<file path="src/rtl/mem_access_ctrl_pkg.sv">
// Shared core definitions for the data-memory access path: FSM encoding,
// req_size mode constants and small decode helpers.
package mem_access_ctrl_pkg;

    typedef enum logic {
        IDLE  = 1'b0,
        BEAT2 = 1'b1
    } state_t;

    // req_size[1:0] access widths; 2'b11 is reserved and decoded as a word
    localparam logic [1:0] SIZE_WORD = 2'b00;
    localparam logic [1:0] SIZE_BYTE = 2'b01;
    localparam logic [1:0] SIZE_HALF = 2'b10;
    // req_size[2] selects zero-extension of loads
    localparam int SIZE_UNSIGNED_BIT = 2;

    // Byte-lane mask of an access before it is shifted to its offset
    function automatic logic [3:0] size_mask(input logic [1:0] sz);
        case (sz)
            SIZE_BYTE: size_mask = 4'b0001;
            SIZE_HALF: size_mask = 4'b0011;
            default:   size_mask = 4'b1111;
        endcase
    endfunction

    // An access is misaligned when its lanes cross a word boundary
    function automatic logic is_misaligned(input logic [1:0] sz, input logic [1:0] off);
        case (sz)
            SIZE_BYTE: is_misaligned = 1'b0;
            SIZE_HALF: is_misaligned = (off == 2'b11);
            default:   is_misaligned = (off != 2'b00);
        endcase
    endfunction

endpackage

</file>
<file path="src/rtl/mem_access_ctrl_if.sv">
// Bundle between the MEM stage / word memory (master) and the access
// controller (slave).
// Handshake: the MEM stage presents an access with req_valid=1. The access
// completes in the cycle resp_valid=1. While stall=1 the request fields must
// stay stable; stall=0 with resp_valid=1 means the pipeline may advance after
// this clock edge.
interface mem_access_ctrl_if;
    logic        req_valid;
    logic        req_we;
    logic [31:0] req_addr;
    logic [31:0] req_wdata;
    logic [2:0]  req_size;
    logic        stall;
    logic        resp_valid;
    logic [31:0] resp_rdata;
    logic        misalign_err;
    logic        mem_we;
    logic [31:0] mem_addr;
    logic [3:0]  mem_wstrb;
    logic [31:0] mem_wdata;
    logic [31:0] mem_rdata;

    modport master (
        output req_valid, req_we, req_addr, req_wdata, req_size, mem_rdata,
        input  stall, resp_valid, resp_rdata, misalign_err,
               mem_we, mem_addr, mem_wstrb, mem_wdata
    );

    modport slave (
        input  req_valid, req_we, req_addr, req_wdata, req_size, mem_rdata,
        output stall, resp_valid, resp_rdata, misalign_err,
               mem_we, mem_addr, mem_wstrb, mem_wdata
    );
endinterface

</file>
<file path="src/rtl/mem_access_ctrl_load_extend.sv">
// Lane select plus sign/zero extension of load data. The aligned path feeds
// the raw memory word with its offset; the split path feeds the already
// merged word with offset 0.
module load_extend
    import mem_access_ctrl_pkg::*;
(
    input  logic [31:0] word,
    input  logic [1:0]  offset,
    input  logic [2:0]  size,
    output logic [31:0] rdata
);
    logic [31:0] shifted;

    assign shifted = word >> {offset, 3'b000};

    // Extend the selected lanes according to width and signedness
    always_comb begin
        case (size[1:0])
            SIZE_BYTE: rdata = size[SIZE_UNSIGNED_BIT] ? {24'b0, shifted[7:0]}
                                                       : {{24{shifted[7]}}, shifted[7:0]};
            SIZE_HALF: rdata = size[SIZE_UNSIGNED_BIT] ? {16'b0, shifted[15:0]}
                                                       : {{16{shifted[15]}}, shifted[15:0]};
            default:   rdata = shifted;
        endcase
    end
endmodule

</file>
<file path="src/rtl/mem_access_ctrl.sv">
// Data-memory access controller: aligned accesses finish combinationally in
// one cycle; misaligned accesses are split into two word beats (SPLIT_EN=1)
// or rejected with a one-cycle misalign_err pulse (SPLIT_EN=0).
module mem_access_ctrl
    import mem_access_ctrl_pkg::*;
#(
    parameter bit SPLIT_EN = 1'b1
) (
    input  logic               clk,
    input  logic               rst_n,
    mem_access_ctrl_if.slave   bus,
    output state_t             dbg_state
);
    state_t      state_q, state_d;
    logic [31:0] addr_q, wdata_q, lo_q;
    logic [2:0]  size_q;
    logic        we_q;
    logic        capture;

    // Beat 2 works only from the request latched at beat 1
    logic [31:0] cur_addr, cur_wdata;
    logic [2:0]  cur_size;
    logic        cur_we;
    logic [1:0]  off;
    logic        misaligned;
    logic [7:0]  strb8;
    logic [63:0] wdata64;
    logic [31:0] merged, ext_word, ext_rdata;
    logic [1:0]  ext_off;

    assign cur_addr   = (state_q == BEAT2) ? addr_q  : bus.req_addr;
    assign cur_wdata  = (state_q == BEAT2) ? wdata_q : bus.req_wdata;
    assign cur_size   = (state_q == BEAT2) ? size_q  : bus.req_size;
    assign cur_we     = (state_q == BEAT2) ? we_q    : bus.req_we;
    assign off        = cur_addr[1:0];
    assign misaligned = is_misaligned(cur_size[1:0], off);

    // Lanes and data spread over two words; low half is beat 1, high half beat 2
    assign strb8   = {4'b0000, size_mask(cur_size[1:0])} << off;
    assign wdata64 = {32'b0, cur_wdata} << {off, 3'b000};
    assign merged  = 32'({bus.mem_rdata, lo_q} >> {off, 3'b000});

    assign ext_word = (state_q == BEAT2) ? merged : bus.mem_rdata;
    assign ext_off  = (state_q == BEAT2) ? 2'b00  : off;

    load_extend u_load_extend (
        .word   (ext_word),
        .offset (ext_off),
        .size   (cur_size),
        .rdata  (ext_rdata)
    );

    assign dbg_state = state_q;

    // State register and beat-1 request/read-data capture
    always_ff @(posedge clk or negedge rst_n) begin
        if (!rst_n) begin
            state_q <= IDLE;
            addr_q  <= '0;
            wdata_q <= '0;
            size_q  <= '0;
            we_q    <= 1'b0;
            lo_q    <= '0;
        end else begin
            state_q <= state_d;
            if (capture) begin
                addr_q  <= bus.req_addr;
                wdata_q <= bus.req_wdata;
                size_q  <= bus.req_size;
                we_q    <= bus.req_we;
                lo_q    <= bus.mem_rdata;
            end
        end
    end

    // Next state and all bus outputs; reset forces the bus quiet
    always_comb begin
        state_d          = state_q;
        capture          = 1'b0;
        bus.stall        = 1'b0;
        bus.resp_valid   = 1'b0;
        bus.resp_rdata   = ext_rdata;
        bus.misalign_err = 1'b0;
        bus.mem_we       = 1'b0;
        bus.mem_addr     = {cur_addr[31:2], 2'b00};
        bus.mem_wstrb    = 4'b0000;
        bus.mem_wdata    = wdata64[31:0];
        case (state_q)
            IDLE: begin
                if (bus.req_valid) begin
                    if (!misaligned) begin
                        bus.resp_valid = 1'b1;
                        bus.mem_we     = cur_we;
                        bus.mem_wstrb  = strb8[3:0];
                    end else if (SPLIT_EN) begin
                        bus.stall     = 1'b1;
                        bus.mem_we    = cur_we;
                        bus.mem_wstrb = strb8[3:0];
                        capture       = 1'b1;
                        state_d       = BEAT2;
                    end else begin
                        bus.resp_valid   = 1'b1;
                        bus.misalign_err = 1'b1;
                        bus.resp_rdata   = '0;
                    end
                end
            end
            BEAT2: begin
                bus.mem_addr   = {cur_addr[31:2], 2'b00} + 32'd4;
                bus.mem_we     = cur_we;
                bus.mem_wstrb  = strb8[7:4];
                bus.mem_wdata  = wdata64[63:32];
                bus.resp_valid = 1'b1;
                state_d        = IDLE;
            end
            default: state_d = IDLE;
        endcase
        if (!rst_n) begin
            bus.stall        = 1'b0;
            bus.resp_valid   = 1'b0;
            bus.misalign_err = 1'b0;
            bus.mem_we       = 1'b0;
            bus.mem_wstrb    = 4'b0000;
        end
    end
endmodule
</file>
<file path="src/flat_wrapper.sv">
// flat-port wrapper written by rule: the top's interface ports become plain ports
module mem_access_ctrl_flat import mem_access_ctrl_pkg::*;
#(
    parameter bit SPLIT_EN = 1'b1
)
  (clk, rst_n, dbg_state, bus_req_valid, bus_req_we, bus_req_addr, bus_req_wdata, bus_req_size, bus_mem_rdata, bus_stall, bus_resp_valid, bus_resp_rdata, bus_misalign_err, bus_mem_we, bus_mem_addr, bus_mem_wstrb, bus_mem_wdata);
  mem_access_ctrl_if bus_i ();
  input  logic clk;
  input  logic rst_n;
  output state_t dbg_state;
  input wire logic [$bits(bus_i.req_valid)-1:0] bus_req_valid;
  input wire logic [$bits(bus_i.req_we)-1:0] bus_req_we;
  input wire logic [$bits(bus_i.req_addr)-1:0] bus_req_addr;
  input wire logic [$bits(bus_i.req_wdata)-1:0] bus_req_wdata;
  input wire logic [$bits(bus_i.req_size)-1:0] bus_req_size;
  input wire logic [$bits(bus_i.mem_rdata)-1:0] bus_mem_rdata;
  output wire logic [$bits(bus_i.stall)-1:0] bus_stall;
  output wire logic [$bits(bus_i.resp_valid)-1:0] bus_resp_valid;
  output wire logic [$bits(bus_i.resp_rdata)-1:0] bus_resp_rdata;
  output wire logic [$bits(bus_i.misalign_err)-1:0] bus_misalign_err;
  output wire logic [$bits(bus_i.mem_we)-1:0] bus_mem_we;
  output wire logic [$bits(bus_i.mem_addr)-1:0] bus_mem_addr;
  output wire logic [$bits(bus_i.mem_wstrb)-1:0] bus_mem_wstrb;
  output wire logic [$bits(bus_i.mem_wdata)-1:0] bus_mem_wdata;
  assign bus_i.req_valid = bus_req_valid;
  assign bus_i.req_we = bus_req_we;
  assign bus_i.req_addr = bus_req_addr;
  assign bus_i.req_wdata = bus_req_wdata;
  assign bus_i.req_size = bus_req_size;
  assign bus_i.mem_rdata = bus_mem_rdata;
  assign bus_stall = bus_i.stall;
  assign bus_resp_valid = bus_i.resp_valid;
  assign bus_resp_rdata = bus_i.resp_rdata;
  assign bus_misalign_err = bus_i.misalign_err;
  assign bus_mem_we = bus_i.mem_we;
  assign bus_mem_addr = bus_i.mem_addr;
  assign bus_mem_wstrb = bus_i.mem_wstrb;
  assign bus_mem_wdata = bus_i.mem_wdata;
  mem_access_ctrl #(.SPLIT_EN(SPLIT_EN)) u_core (.clk(clk), .rst_n(rst_n), .bus(bus_i), .dbg_state(dbg_state));
endmodule
</file>
<file path="config.mk">
export PLATFORM = sky130hd
export DESIGN_NAME = mem_access_ctrl_flat
export DESIGN_NICKNAME = d
export VERILOG_FILES = /design/src/rtl/mem_access_ctrl_pkg.sv /design/src/rtl/mem_access_ctrl_if.sv /design/src/rtl/mem_access_ctrl_load_extend.sv /design/src/rtl/mem_access_ctrl.sv /design/src/flat_wrapper.sv
export SDC_FILE = /design/constraint.sdc
export NUM_CORES = 1
export LEC_CHECK = 0
export ABC_AREA = 0
export CORE_MARGIN = 3
export CORE_UTILIZATION = 45
export DETAILED_ROUTE_END_ITERATION = 8
export PLACE_DENSITY = 0.73
export SETUP_SLACK_MARGIN = 0.02
export SLEW_MARGIN = 30
export SYNTH_ARGS = -nofsm -noshare
export SYNTH_HDL_FRONTEND = slang
export SYNTH_SLANG_ARGS = --single-unit
</file>
<file path="constraint.sdc">
create_clock -name clk -period 7.4 [get_ports clk]
set_input_delay 2.22 -clock clk [delete_from_list [all_inputs] [get_ports clk]]
set_output_delay 2.22 -clock clk [all_outputs]
set_load 0.005 [all_outputs]
</file>
==> metrics.txt, run 1 <==
# TYPE chip_impl_metric gauge
chip_impl_metric{name="cell_area_power_density",unit="nW/um^2"} 374
chip_impl_metric{name="grt_start_max_net_pins",unit=""} 82
chip_impl_metric{name="cap_viol_max_count",unit=""} 0
chip_impl_info{name="min_delay_worst_endpoint",value="u_core.wdata_q[15]"} 1
chip_impl_metric{name="layout.cell_area.non_filler",unit="um^2"} 10300
chip_impl_metric{name="final_period_minus_worst_setup_slack",unit="ns"} 7.18
chip_impl_metric{name="cell_row_count",unit=""} 47
chip_impl_metric{name="place_congestion",unit=""} 0.943
chip_impl_metric{name="register_bit_count_reported_by_yosys",unit=""} 93
chip_impl_metric{name="synth_async_sr_flop_share",unit="%"} 100
chip_impl_metric{name="final_nets",unit=""} 1135
chip_impl_metric{name="multi_input_logic_area",unit="um^2"} 5050
chip_impl_metric{name="rr_worst_depth",unit=""} 9
chip_impl_metric{name="synth_top_cell_area_share",unit="%"} 30.2
chip_impl_metric{name="final.setup.tns",unit="ns"} 0
chip_impl_metric{name="routed_via_density",unit=""} 6.12
chip_impl_metric{name="p_int",unit="uW"} 2290
chip_impl_metric{name="drt_pre_antenna_iters",unit=""} 5
chip_impl_metric{name="synthesis.instances",unit=""} 855
chip_impl_metric{name="irDropWorstVdd",unit="mV"} 0.211
chip_impl_metric{name="synth_edf_count",unit=""} 0
chip_impl_metric{name="detail_route.wirelength",unit="mm"} 26.0
chip_impl_metric{name="hold_buffers",unit=""} 0
chip_impl_info{name="top_cells_by_area_in_the_synthesized_netlist",value="sky130_fd_sc_hd__dfrtp_1 30%, sky130_fd_sc_hd__mux2_2 16%, sky130_fd_sc_hd__mux2i_1 8.8%, sky130_fd_sc_hd__nand2_1 4.9%, sky130_fd_sc_hd__mux4_2 3.5%"} 1
chip_impl_metric{name="worst-endpoint-arrival",unit="ns"} 4.96
chip_impl_metric{name="grt_overflow",unit=""} 0
chip_impl_metric{name="drc",unit=""} 0
chip_impl_metric{name="final_hold_viol_count",unit=""} 0
chip_impl_info{name="timing.rr.start",value="u_core.dbg_state"} 1
chip_impl_info{name="run_status",value="completed"} 1
chip_impl_info{name="startpoint_type_of_the_worst_setup_path",value="input pin"} 1
chip_impl_metric{name="die-height",unit="um"} 137
chip_impl_metric{name="comb_power_share",unit="%"} 59.8
chip_impl_metric{name="cts_buffer_depth",unit=""} 2
chip_impl_metric{name="worst-endpoint-required",unit="ns"} 5.18
chip_impl_info{name="setup_repair_after_global_routing_missed_its_margin",value="false"} 1
chip_impl_metric{name="portbufs",unit=""} 204
chip_impl_metric{name="post-route-period-util",unit="%"} 97.0
chip_impl_metric{name="grt_use_total",unit="%"} 27.6
chip_impl_info{name="ys_dominant_reg_cell",value="sky130_fd_sc_hd__dfrtp_1"} 1
chip_impl_info{name="clock_tree.root_cell",value="sky130_fd_sc_hd__clkbuf_16"} 1
chip_impl_metric{name="register_area",unit="um^2"} 2330
chip_impl_metric{name="finalClockSkew",unit="ns"} 0.00952
chip_impl_metric{name="placed_instance_area",unit="um^2"} 9990
chip_impl_metric{name="detailed_place_hpwl",unit="mm"} 18.4
chip_impl_metric{name="clk_latency",unit="ns"} 0.34
chip_impl_info{name="hold_path_class",value="flip-flop to flip-flop"} 1
chip_impl_metric{name="clkSinkCount",unit=""} 93
chip_impl_info{name="min_delay_src",value="u_core.wdata_q[15]"} 1
chip_impl_metric{name="postRouteAntennaNets",unit=""} 0
chip_impl_metric{name="syn-cell-area",unit="um^2"} 7710
chip_impl_info{name="tritoncts_clock_tree",value="yes"} 1
chip_impl_metric{name="drive_gt1_share",unit="%"} 17.2
chip_impl_metric{name="power_leakage",unit="uW"} 0.00407
chip_impl_metric{name="floorplan.io_pins",unit=""} 208
chip_impl_metric{name="worst_reg_to_reg_setup_slack",unit="ns"} 3.63
chip_impl_metric{name="number_of_global_route_vias_before_repair",unit=""} 7544
chip_impl_metric{name="via_count",unit=""} 7666
chip_impl_metric{name="seq_area_frac_synth",unit="%"} 30.2
chip_impl_metric{name="htree_levels",unit=""} 3
chip_impl_metric{name="timing_max_transition_violations_final",unit=""} 0
chip_impl_info{name="worstReg2RegEnd",value="u_core.wdata_q[24]"} 1
chip_impl_metric{name="max_clock_freq",unit="MHz"} 139
chip_impl_info{name="critical_path_class",value="input pin to output port"} 1
chip_impl_metric{name="switching_power",unit="uW"} 1540
chip_impl_metric{name="holdPathStages",unit=""} 1
chip_impl_metric{name="yosysWarnings",unit=""} 0
chip_impl_metric{name="grt_first_pass_wirelength",unit="mm"} 41.1
chip_impl_metric{name="finalSetupViolCount",unit=""} 0
chip_impl_metric{name="synth.distinct_cells",unit=""} 59
chip_impl_info{name="dominant_cell_type_by_area_after_synthesis",value="sky130_fd_sc_hd__dfrtp_1"} 1
chip_impl_metric{name="max_slew.worst_pin.slew",unit="ns"} 0.769
chip_impl_metric{name="floorplan.die.width",unit="um"} 137
chip_impl_info{name="endpoint_kind",value="output port"} 1
chip_impl_metric{name="p_clk_share",unit="%"} 11.2
chip_impl_metric{name="grt_antenna_before_repair",unit=""} 1
chip_impl_metric{name="power.switching_fraction",unit="%"} 40.1
chip_impl_metric{name="syn_area_per_cell",unit="um^2"} 9.02
chip_impl_metric{name="wl_per_cell",unit="um"} 20.7
chip_impl_metric{name="final.fill_count",unit=""} 1449
chip_impl_metric{name="area_of_the_die",unit="um^2"} 18700
chip_impl_metric{name="detailedRoute.firstIterationViolations",unit=""} 701
chip_impl_metric{name="pwr-share-seq",unit="%"} 29.0
chip_impl_metric{name="initial_utilization",unit="%"} 46.2
chip_impl_metric{name="slew_headroom",unit="%"} 48.7
chip_impl_metric{name="coreArea",unit="um^2"} 16700
chip_impl_metric{name="cts.reportedPaths.clkPinSlew",unit="ns"} 0.06
chip_impl_metric{name="clock_buffers_created_by_tritoncts",unit=""} 9
chip_impl_metric{name="layout-area-overhead-vs-synth",unit="%"} 32.9
chip_impl_metric{name="utilization",unit="%"} 61.4
chip_impl_metric{name="path_max_fanout",unit=""} 21
## power by group through the flow
stage / sequential [uW] / combinational (uW) / clock (uW)
CTS: 1100 / 2290 / 437
detailed placement: 1110 / 2270 / 0
global placement: 1100 / 2250 / 0
global route: 1150 / 2480 / 456
floorplan: 954 / 1480 / 0
finish: 1110 / 2290 / 428
## layer usage
layer / part of all wire [%] / track usage [%] / vias to the layer above
met4: 2.1 / 9.09 / 0
li1: - / - / 3547
met5: 0 / 0 / -
met3: 7.7 / 4.89 / 39
met2: 46 / 42.4 / 368
met1: 44 / 39.4 / 3712
## stage by stage
step | std cells | setup slack (ns) | power [uW] | hold WS, ns
2_1_floorplan | 857 | 1.29 | 2440 | 0.475
3_3_place_gp | 1238 | 0.362 | 3350 | 0.485
3_5_place_dp | 1238 | 0.321 | 3380 | 0.494
4_1_cts | 1252 | 0.319 | 3830 | 0.508
5_1_grt | 1253 | 0.138 | 4090 | 0.527
6_report | 1253 | 0.221 | 3830 | 0.502
## cell type report
cell class / instances / area share [%]
multi-input combinational: 682 / 49.3
sequential: 93 / 22.7
timing repair buffer: 234 / 22.4
tap: 220 / 2.68
clock buffer: 12 / 2.40
inverter: 9 / 0.330
clock inverter: 2 / 0.122
antenna: 1 / 0.0244
## flip-flops by register name (all words and copies together) (netlist names)
| signal | flops |
|---|---|
| u_core.addr_q | 32 |
| u_core.size_q | 3 |
| u_core.wdata_q | 24 |
| u_core.dbg_state | 1 |
| u_core.lo_q | 32 |
| u_core.we_q | 1 |
## timing repair
| item | in CTS | in global routing |
|---|---|---|
| buffers inserted | 0 | 0 |
| gates resized for setup | 0 | 2 |
| setup endpoints to repair | 0 | 2 |
## cells by family (layout without fill, tap and decap cells)
logic type / count (synthesis) / count (layout) / share of synthesized area, %
compound gates: 192 / 192 / 16.7
xor+xnor: 18 / 18 / 2.04
fa+ha+maj: 3 / 3 / 0.487
buf+inv: 82 / 257 / 4.59
flops: 93 / 93 / 30.2
mux: 192 / 192 / 28.7
other cells: 1 / 4 / 0.0486
simple gates: 274 / 274 / 17.3
## worst max-delay path: stages
cell	delay, ns
sky130_fd_sc_hd__clkdlybuf4s50_1	0.66
sky130_fd_sc_hd__buf_4	0.38
sky130_fd_sc_hd__nor2b_1	0.46
sky130_fd_sc_hd__a22o_1	0.23
sky130_fd_sc_hd__a311o_1	0.10
sky130_fd_sc_hd__o21ai_0	0.08
sky130_fd_sc_hd__o21ai_0	0.25
sky130_fd_sc_hd__clkdlybuf4s50_1	0.56
## Yosys cell counts (all sizes together), types with 5 or more instances
library cell  number
buf               39
o311ai             7
nand2            101
nor2              56
xnor2              5
mux4              12
nand3b            14
o211ai             5
a21oi             32
inv                8
a31oi             18
dfrtp             93
xor2              13
and2               5
or3                6
nand4             12
a22oi             16
o22ai             15
nand3             30
mux2             112
clkbuf            34
a211oi            20
o21ai             39
o221ai             8
and3              12
mux2i             68
nor2b             21
## layout by cell type (no fill, tap or decap), types with 9 or more instances in the layout
cell	n
sky130_fd_sc_hd__o22ai_1	15
sky130_fd_sc_hd__a21oi_1	32
sky130_fd_sc_hd__a31oi_1	18
sky130_fd_sc_hd__dfrtp_1	91
sky130_fd_sc_hd__nand4_1	11
sky130_fd_sc_hd__nor2_1	56
sky130_fd_sc_hd__a22oi_1	16
sky130_fd_sc_hd__mux2i_1	67
sky130_fd_sc_hd__nand2_1	100
sky130_fd_sc_hd__nor2b_1	20
sky130_fd_sc_hd__mux2_2	112
sky130_fd_sc_hd__nand3b_1	14
sky130_fd_sc_hd__mux4_2	12
sky130_fd_sc_hd__clkdlybuf4s50_1	202
sky130_fd_sc_hd__buf_4	28
sky130_fd_sc_hd__clkbuf_16	9
sky130_fd_sc_hd__o21ai_0	39
sky130_fd_sc_hd__and3_1	12
sky130_fd_sc_hd__a211oi_1	20
sky130_fd_sc_hd__nand3_1	30
sky130_fd_sc_hd__xor2_1	13
## worst max-delay path by stage
stage                               start            endpoint  slack, ns  cells past startpoint
after CTS                 bus_req_size[1]  bus_resp_rdata[24]       0.32                      7
after floorplan           bus_req_addr[0]   bus_mem_wdata[27]       1.29                      7
after global routing      bus_req_addr[0]    bus_mem_wstrb[2]       0.14                      7
after global placement    bus_req_addr[0]  bus_resp_rdata[11]       0.36                      8
final                     bus_req_addr[0]  bus_resp_rdata[11]       0.22                      8
after detailed placement  bus_req_size[1]  bus_resp_rdata[24]       0.32                      7
(Power assumes the default switching activity.)
==> inputs of run 2 (changes only) <==
--- a/config.mk
+++ b/config.mk
@@ -9,9 +9,10 @@
 export CORE_MARGIN = 3
 export CORE_UTILIZATION = 45
 export DETAILED_ROUTE_END_ITERATION = 8
-export PLACE_DENSITY = 0.73
+export PLACE_DENSITY = 0.72
 export SETUP_SLACK_MARGIN = 0.02
 export SLEW_MARGIN = 30
 export SYNTH_ARGS = -nofsm -noshare
 export SYNTH_HDL_FRONTEND = slang
+export SYNTH_HIERARCHICAL = 1
 export SYNTH_SLANG_ARGS = --single-unit
==> run 2 against run 1 <==
  * Utilization down 0.52 points
  * Clock skew increased by 0.0039 ns
  * Clock-buffer cell count fell by 2
  * Largest power group unchanged
  * Maximum frequency is 1.5% lower
  * Sequential power barely moved
  * Die area rose by 6.4%
  * Area after synthesis grew 6.7%
  * Global-route usage fell by 4.3 points
  * Cell count decreased by 5.8%
  * Worst hold slack better by 0.010 ns
  * Combinational power increased by 13%
  * Highest routed layer unchanged
  * Wire length down 8.9%
==> metrics.txt, run 2 <==
# TYPE chip_impl_metric gauge
chip_impl_info{name="run_status",value="completed"} 1
chip_impl_metric{name="layout-area-overhead-vs-synth",unit="%"} 30.1
chip_impl_metric{name="yosysWarnings",unit=""} 6
chip_impl_metric{name="post-route-period-util",unit="%"} 98.5
chip_impl_info{name="ys_dominant_reg_cell",value="sky130_fd_sc_hd__dfrtp_1"} 1
chip_impl_metric{name="wl_per_cell",unit="um"} 20.0
chip_impl_metric{name="max_clock_freq",unit="MHz"} 137
chip_impl_metric{name="drive_gt1_share",unit="%"} 25.7
chip_impl_info{name="tritoncts_clock_tree",value="yes"} 1
chip_impl_metric{name="path_max_fanout",unit=""} 12
chip_impl_info{name="top_cells_by_area_in_the_synthesized_netlist",value="sky130_fd_sc_hd__dfrtp_1 29%, sky130_fd_sc_hd__mux2_4 15%, sky130_fd_sc_hd__mux4_2 9.0%, sky130_fd_sc_hd__mux2_2 8.8%, sky130_fd_sc_hd__mux2i_1 6.1%"} 1
chip_impl_metric{name="grt_use_total",unit="%"} 23.3
chip_impl_metric{name="timing_max_transition_violations_final",unit=""} 0
chip_impl_info{name="startpoint_type_of_the_worst_setup_path",value="input pin"} 1
chip_impl_metric{name="place_congestion",unit=""} 0.826
chip_impl_info{name="endpoint_kind",value="output port"} 1
chip_impl_metric{name="grt_overflow",unit=""} 0
chip_impl_metric{name="detailedRoute.firstIterationViolations",unit=""} 558
chip_impl_info{name="layout.cells.most_common_list",value="203 x sky130_fd_sc_hd__clkdlybuf4s50_1, 92 x sky130_fd_sc_hd__dfrtp_1, 82 x sky130_fd_sc_hd__mux2_4, 81 x sky130_fd_sc_hd__nand2_1, 64 x sky130_fd_sc_hd__mux2_2"} 1
chip_impl_metric{name="cell_area_power_density",unit="nW/um^2"} 388
chip_impl_info{name="synthMostInstantiatedCell",value="sky130_fd_sc_hd__dfrtp_1"} 1
chip_impl_metric{name="power_leakage",unit="uW"} 0.00428
chip_impl_metric{name="initial_utilization",unit="%"} 46.8
chip_impl_metric{name="synth_top_cell_area_share",unit="%"} 28.6
chip_impl_metric{name="worst-endpoint-arrival",unit="ns"} 5.07
chip_impl_metric{name="dp.cells",unit=""} 1163
chip_impl_metric{name="grt_start_max_net_pins",unit=""} 75
chip_impl_metric{name="hold-worst-slack",unit="ns"} 0.512
chip_impl_info{name="top_regs",value="u_core/addr_q: 32 flops, u_core/lo_q: 32 flops, u_core/wdata_q: 25 flops"} 1
chip_impl_metric{name="final_nets",unit=""} 1058
chip_impl_info{name="cpLargestDelayFamily",value="multiplexers"} 1
chip_impl_metric{name="final.setup.tns",unit="ns"} 0
chip_impl_info{name="dominant_cell_type_by_area_after_synthesis",value="sky130_fd_sc_hd__dfrtp_1"} 1
chip_impl_metric{name="seq_area_frac_synth",unit="%"} 28.6
chip_impl_metric{name="finalSetupViolCount",unit=""} 0
chip_impl_metric{name="clkSinkCount",unit=""} 94
chip_impl_metric{name="holdPathStages",unit=""} 1
chip_impl_metric{name="max_slew.worst_pin.slew",unit="ns"} 0.759
chip_impl_metric{name="grt_antenna_before_repair",unit=""} 0
chip_impl_metric{name="postRouteAntennaNets",unit=""} 0
chip_impl_metric{name="drt_pre_antenna_iters",unit=""} 5
chip_impl_metric{name="routed_via_density",unit=""} 6.01
chip_impl_metric{name="hold_buffers",unit=""} 0
chip_impl_info{name="critical_path_class",value="input pin to output port"} 1
chip_impl_metric{name="portbufs",unit=""} 204
chip_impl_metric{name="slew_headroom",unit="%"} 49.4
chip_impl_metric{name="clk_latency",unit="ns"} 0.35
chip_impl_metric{name="clock_buffers_created_by_tritoncts",unit=""} 9
chip_impl_metric{name="syn_area_per_cell",unit="um^2"} 10.7
chip_impl_info{name="most_instantiated_cells_after_synthesis",value="94 x sky130_fd_sc_hd__dfrtp_1, 82 x sky130_fd_sc_hd__mux2_4, 82 x sky130_fd_sc_hd__nand2_1, 64 x sky130_fd_sc_hd__mux2_2, 50 x sky130_fd_sc_hd__mux2i_1"} 1
chip_impl_metric{name="synth_edf_count",unit=""} 0
chip_impl_metric{name="syn-cell-area",unit="um^2"} 8230
chip_impl_metric{name="via_count",unit=""} 7090
chip_impl_info{name="clock_tree.root_cell",value="sky130_fd_sc_hd__clkbuf_16"} 1
chip_impl_metric{name="cts_buffer_depth",unit=""} 2
chip_impl_metric{name="floorplan.die.width",unit="um"} 141
chip_impl_metric{name="synthesis.instances",unit=""} 771
chip_impl_metric{name="timing.critical_path.slowest_cell_delay",unit="ns"} 0.55
chip_impl_info{name="crit_chain",value="clkdlybuf4s50_1, mux2_4, mux4_2, mux2_2, mux4_2, nand3_4, o211ai_1, clkdlybuf4s50_1"} 1
chip_impl_metric{name="cap_viol_max_count",unit=""} 0
chip_impl_metric{name="number_of_global_route_vias_before_repair",unit=""} 6879
chip_impl_metric{name="worstSetupPathDepth",unit=""} 8
chip_impl_metric{name="antenna-diode-count",unit=""} 0
chip_impl_metric{name="synth.distinct_cells",unit=""} 63
chip_impl_metric{name="finalClockSkew",unit="ns"} 0.0134
chip_impl_info{name="setup_repair_after_global_routing_missed_its_margin",value="true"} 1
chip_impl_metric{name="instances_no_fill",unit=""} 1180
chip_impl_metric{name="post-cts-setup-buffer-count",unit=""} 0
chip_impl_metric{name="area_of_the_die",unit="um^2"} 20000
chip_impl_metric{name="irDropWorstVdd",unit="mV"} 0.224
chip_impl_metric{name="floorplan.io_pins",unit=""} 208
chip_impl_metric{name="cts.repair.resized",unit=""} 0
chip_impl_metric{name="rr_worst_depth",unit=""} 8
chip_impl_metric{name="cts.reportedPaths.clkPinSlew",unit="ns"} 0.06
chip_impl_metric{name="synth_async_sr_flop_share",unit="%"} 100
chip_impl_info{name="hold_path_class",value="flip-flop to flip-flop"} 1
chip_impl_info{name="final_common_cell",value="sky130_fd_sc_hd__clkdlybuf4s50_1"} 1
chip_impl_metric{name="detail_route.wirelength",unit="mm"} 23.6
chip_impl_metric{name="coreArea",unit="um^2"} 17600
chip_impl_metric{name="register_bit_count_reported_by_yosys",unit=""} 94
chip_impl_metric{name="drc",unit=""} 0
chip_impl_metric{name="die-height",unit="um"} 141
chip_impl_metric{name="detailed_place_hpwl",unit="mm"} 16.4
chip_impl_metric{name="final_hold_viol_count",unit=""} 0
chip_impl_metric{name="cell_row_count",unit=""} 48
chip_impl_metric{name="htree_levels",unit=""} 3
chip_impl_metric{name="critical_path.n_buffers_inverters",unit=""} 2
chip_impl_info{name="worst_path_max_delay_cell",value="sky130_fd_sc_hd__mux4_2"} 1
chip_impl_metric{name="worst-endpoint-required",unit="ns"} 5.18
chip_impl_metric{name="final_period_minus_worst_setup_slack",unit="ns"} 7.29
chip_impl_metric{name="grt_first_pass_wirelength",unit="mm"} 38.0
[run 2: changes by cell type after synthesis, moves of 13 or more]
cell / delta
sky130_fd_sc_hd__nand3_1: -13
sky130_fd_sc_hd__mux4_2: +21
sky130_fd_sc_hd__buf_6: +14
sky130_fd_sc_hd__clkbuf_1: -16
sky130_fd_sc_hd__a22oi_1: -14
sky130_fd_sc_hd__mux2_2: -48
sky130_fd_sc_hd__nor2_1: -18
sky130_fd_sc_hd__mux2_4: +82
sky130_fd_sc_hd__mux2i_1: -18
sky130_fd_sc_hd__nand2_1: -19
[run 2: logic make-up (layout without fill, tap and decap cells)]
logic type	Yosys count	in the layout	synth area share, %
AOI/OAI and AO/OA	145	145	11.9
DFF	94	94	28.6
and+or+nand+nor	202	203	12.3
buffers and inverters	78	259	5.74
xor gates and xnor gates	17	17	1.81
adders and majority gates	5	5	0.760
other	1	3	0.0455
muxes	229	229	38.8
[run 2: layout make-up]
class / instances / area (um^2)
flip-flops and latches: 94 / 2360
clock inverters: 6 / 45.0
repair buffers: 232 / 2290
well taps: 225 / 282
clock buffers: 10 / 239
inverters: 11 / 41.3
fillers: 1496 / 6890
multi-input cells: 602 / 5460
[run 2: per-layer routing]
layer,wire length (um),vias to the layer above,global-route usage [%]
met2,11200,248,36.5
li1,-,3253,-
met3,1370,24,3.24
met4,255,0,5.51
met5,0,-,0
met1,10800,3565,34.3
[run 2: worst paths after layout]
path | startpoint | to | slack, ns
max | bus_req_addr[0] | bus_resp_rdata[18] | 0.11
min | u_core/size_q[0] | u_core/size_q[0] | 0.51
max reg2reg | u_core/dbg_state | u_core/wdata_q[25] | 3.84
min reg2reg | u_core/size_q[0] | u_core/size_q[0] | 0.51
max in group asynchronous | rst_n | u_core/addr_q[9] | 4.59
min in group asynchronous | rst_n | u_core/addr_q[23] | 1.79
[run 2: where the power goes]
| part | internal (uW) | leakage, uW | switching, uW | total (uW) |
|---|---|---|---|---|
| Clock | 238 | 0.000131 | 211 | 450 |
| Combinational | 1580 | 0.00305 | 1020 | 2590 |
| Sequential | 784 | 0.00111 | 330 | 1110 |
| Total | 2600 | 0.00428 | 1560 | 4160 |
[run 2: through the flow]
step                worst slack, ns  total power [uW]  cell area (um^2)  util, %
floorplan                     0.765              2800              8240        -
global placement             0.0640              3640             10400     59.1
detailed placement           0.0408              3670             10400     59.1
CTS                          0.0345              4150             10700     60.7
global route                0.00482              4430             10700     60.9
finish                        0.113              4160             10700     60.9
[run 2: worst reg2reg max path, delay by kind of cell, from the launching register on]
family                   cells  cell delay [ns]
AND/OR/NAND/NOR              1             0.62
AO/OA/AOI/OAI                2             0.22
multiplexers                 2             0.77
adder cells (fa/ha/maj)      1             0.41
buffers and inverters        2             0.52
flip-flops                   1             0.92
==> inputs of run 3 (changes only) <==
--- a/config.mk
+++ b/config.mk
@@ -9,7 +9,8 @@
 export CORE_MARGIN = 3
 export CORE_UTILIZATION = 45
 export DETAILED_ROUTE_END_ITERATION = 8
-export PLACE_DENSITY = 0.72
+export DONT_BUFFER_PORTS = 1
+export PLACE_DENSITY = 0.58
 export SETUP_SLACK_MARGIN = 0.02
 export SLEW_MARGIN = 30
 export SYNTH_ARGS = -nofsm -noshare
==> run 3 against run 2 <==
  * Combinational power decreased by 22%
  * Sequential power barely moved
  * Die area unchanged
==> metrics.txt, run 3 (synthesis results as in run 2) <==
# TYPE chip_impl_metric gauge
chip_impl_metric{name="htree_levels",unit=""} 3
chip_impl_metric{name="grt_start_max_net_pins",unit=""} 101
chip_impl_metric{name="drive_gt1_share",unit="%"} 30.6
chip_impl_metric{name="grt_use_total",unit="%"} 22.2
chip_impl_metric{name="hold_buffers",unit=""} 0
chip_impl_metric{name="antenna-diode-count",unit=""} 0
chip_impl_metric{name="timing_max_transition_violations_final",unit=""} 0
chip_impl_metric{name="cts_buffer_depth",unit=""} 2
chip_impl_metric{name="pwr-share-seq",unit="%"} 30.4
chip_impl_metric{name="finalClockSkew",unit="ns"} 0.00969
chip_impl_metric{name="switching_power",unit="uW"} 1450
chip_impl_metric{name="irDropWorstVdd",unit="mV"} 0.156
chip_impl_metric{name="die-height",unit="um"} 141
chip_impl_metric{name="p_clk_share",unit="%"} 14.2
chip_impl_metric{name="detailed_place_hpwl",unit="mm"} 15.7
chip_impl_metric{name="finalSetupViolCount",unit=""} 0
chip_impl_metric{name="drc",unit=""} 0
chip_impl_metric{name="area_of_the_die",unit="um^2"} 20000
chip_impl_metric{name="cts.reportedPaths.clkPinSlew",unit="ns"} 0.07
chip_impl_metric{name="wl_per_cell",unit="um"} 23.5
chip_impl_metric{name="cell_area_power_density",unit="nW/um^2"} 428
chip_impl_metric{name="power",unit="uW"} 3650
chip_impl_metric{name="drt_pre_antenna_iters",unit=""} 5
chip_impl_metric{name="power_leakage",unit="uW"} 0.00344
chip_impl_info{name="critical_path_class",value="input pin to output port"} 1
chip_impl_metric{name="post-route-period-util",unit="%"} 90.5
chip_impl_info{name="startpoint_type_of_the_worst_setup_path",value="input pin"} 1
chip_impl_info{name="final_common_cell",value="sky130_fd_sc_hd__dfrtp_1"} 1
chip_impl_metric{name="final.setup.tns",unit="ns"} 0
chip_impl_metric{name="final_period_minus_worst_setup_slack",unit="ns"} 6.70
chip_impl_info{name="path_common_cell",value="sky130_fd_sc_hd__mux4_2"} 1
chip_impl_metric{name="power.switching_fraction",unit="%"} 39.7
chip_impl_metric{name="place_congestion",unit=""} 0.831
chip_impl_info{name="layout.cells.most_common_list",value="92 x sky130_fd_sc_hd__dfrtp_1, 82 x sky130_fd_sc_hd__mux2_4, 82 x sky130_fd_sc_hd__nand2_1, 64 x sky130_fd_sc_hd__mux2_2, 50 x sky130_fd_sc_hd__mux2i_1"} 1
chip_impl_metric{name="final_hold_viol_count",unit=""} 0
chip_impl_metric{name="max_slew.worst_pin.slew",unit="ns"} 0.798
chip_impl_metric{name="clk_latency",unit="ns"} 0.35
chip_impl_metric{name="worst-endpoint-required",unit="ns"} 5.18
chip_impl_metric{name="grt_antenna_before_repair",unit=""} 0
chip_impl_info{name="min_delay_src",value="u_core/size_q[2]"} 1
chip_impl_metric{name="number_of_global_route_vias_before_repair",unit=""} 6166
chip_impl_metric{name="detailedRoute.firstIterationViolations",unit=""} 436
chip_impl_metric{name="final_nets",unit=""} 836
chip_impl_metric{name="worst-endpoint-arrival",unit="ns"} 4.48
chip_impl_info{name="endpoint_kind",value="output port"} 1
chip_impl_metric{name="portbufs",unit=""} 0
chip_impl_metric{name="routed_via_density",unit=""} 6.39
chip_impl_info{name="timing.critical_path.from",value="bus_req_addr[0]"} 1
chip_impl_info{name="crit_chain",value="mux2_4, mux4_2, mux2_2, mux4_2, nand3_4, o21ai_0"} 1
chip_impl_info{name="top_regs",value="u_core/addr_q: 32 flops, u_core/lo_q: 32 flops, u_core/wdata_q: 25 flops"} 1
chip_impl_metric{name="initial_utilization",unit="%"} 46.8
chip_impl_metric{name="floorplan.io_pins",unit=""} 208
chip_impl_metric{name="via_count",unit=""} 6123
chip_impl_metric{name="comb_power_share",unit="%"} 55.4
chip_impl_metric{name="grt_first_pass_wirelength",unit="mm"} 35.8
chip_impl_metric{name="post-cts-setup-buffer-count",unit=""} 0
chip_impl_metric{name="timing.critical_path.slowest_cell_delay",unit="ns"} 0.55
chip_impl_metric{name="max_clock_freq",unit="MHz"} 149
chip_impl_metric{name="grt_overflow",unit=""} 0
chip_impl_metric{name="coreArea",unit="um^2"} 17600
chip_impl_metric{name="clock_buffers_created_by_tritoncts",unit=""} 9
chip_impl_metric{name="slew_headroom",unit="%"} 46.6
chip_impl_metric{name="detail_route.wirelength",unit="mm"} 22.5
chip_impl_metric{name="postRouteAntennaNets",unit=""} 0
chip_impl_info{name="clock_tree.root_cell",value="sky130_fd_sc_hd__clkbuf_16"} 1
chip_impl_metric{name="cap_viol_max_count",unit=""} 0
chip_impl_info{name="timing.rr.start",value="u_core/dbg_state"} 1
chip_impl_metric{name="path_max_fanout",unit=""} 26
chip_impl_info{name="run_status",value="completed"} 1
chip_impl_info{name="tritoncts_clock_tree",value="yes"} 1
chip_impl_info{name="worst_path_max_delay_cell",value="sky130_fd_sc_hd__mux4_2"} 1
chip_impl_metric{name="floorplan.die.width",unit="um"} 141
chip_impl_info{name="setup_repair_after_global_routing_missed_its_margin",value="false"} 1
chip_impl_metric{name="p_int",unit="uW"} 2200
chip_impl_metric{name="cts.repair.resized",unit=""} 0
chip_impl_metric{name="layout-area-overhead-vs-synth",unit="%"} 3.60
chip_impl_info{name="hold_path_class",value="flip-flop to flip-flop"} 1
chip_impl_metric{name="cell_row_count",unit=""} 48
chip_impl_metric{name="clkSinkCount",unit=""} 94
run 3: cell count changes in the layout (fill, tap and decap cells not counted), moves of 2 or more:
cell,change
sky130_fd_sc_hd__buf_12,-3
sky130_fd_sc_hd__clkdlybuf4s50_1,-203
sky130_fd_sc_hd__bufinv_16,+2
sky130_fd_sc_hd__buf_4,-15
sky130_fd_sc_hd__clkinvlp_4,-3
sky130_fd_sc_hd__clkinv_2,+2
run 3: cell type report:
type                            instances  area, um^2
Multi-Input combinational cell        601        5440
Tap cell                              225         282
Timing Repair Buffer                   11        82.6
Inverter                               11        41.3
Clock buffer                           10         239
Fill cell                            1597        9070
Sequential cell                        94        2360
Clock inverter                          6        83.8
run 3: critical path, delay by kind of cell:
family          cells  cell delay (ns)
compound gates      1             0.18
mux                 4             1.80
simple gates        1             0.25
run 3: path summary, 6_finish.rpt:
path                                           to  slack, ns  cells after the start
worst max-delay path            bus_resp_rdata[9]       0.70                      6
max in group asynchronous        u_core/dbg_state       5.63                      0
worst min-delay path             u_core/size_q[2]       0.50                      1
worst max register to register   u_core/addr_q[1]       3.67                      9
min in group asynchronous       u_core/addr_q[13]       1.56                      0
worst min register to register   u_core/size_q[2]       0.50                      1
run 3: per-stage QoR:
step / hold slack, ns / util, % / worst slack (ns) / area, um^2 / cells
final: 0.503 / 48.5 / 0.704 / 8530 / 958
after detailed placement: 0.490 / 46.6 / 0.681 / 8210 / 942
after CTS: 0.507 / 48.5 / 0.676 / 8530 / 958
after global placement: 0.491 / 46.6 / 0.741 / 8210 / 942
after floorplan: 0.476 / - / 0.765 / 8240 / 773
after global routing: 0.526 / 48.5 / 0.549 / 8530 / 958
run 3: power by group through the flow:
stage	logic (uW)	clock network (uW)	registers [uW]
2_1_floorplan	1830	0	961
6_report	2020	517	1110
4_1_cts	2030	532	1110
3_5_place_dp	2020	0	1110
3_3_place_gp	1980	0	1090
5_1_grt	2190	551	1160
run 3: metal layers:
layer	GRT usage (%)	vias to the layer above	share of wire [%]
met3	5.66	28	7.7
li1	-	2808	-
met1	30.7	3066	44
met4	5.71	0	1.5
met5	0	-	0
met2	34.9	221	47
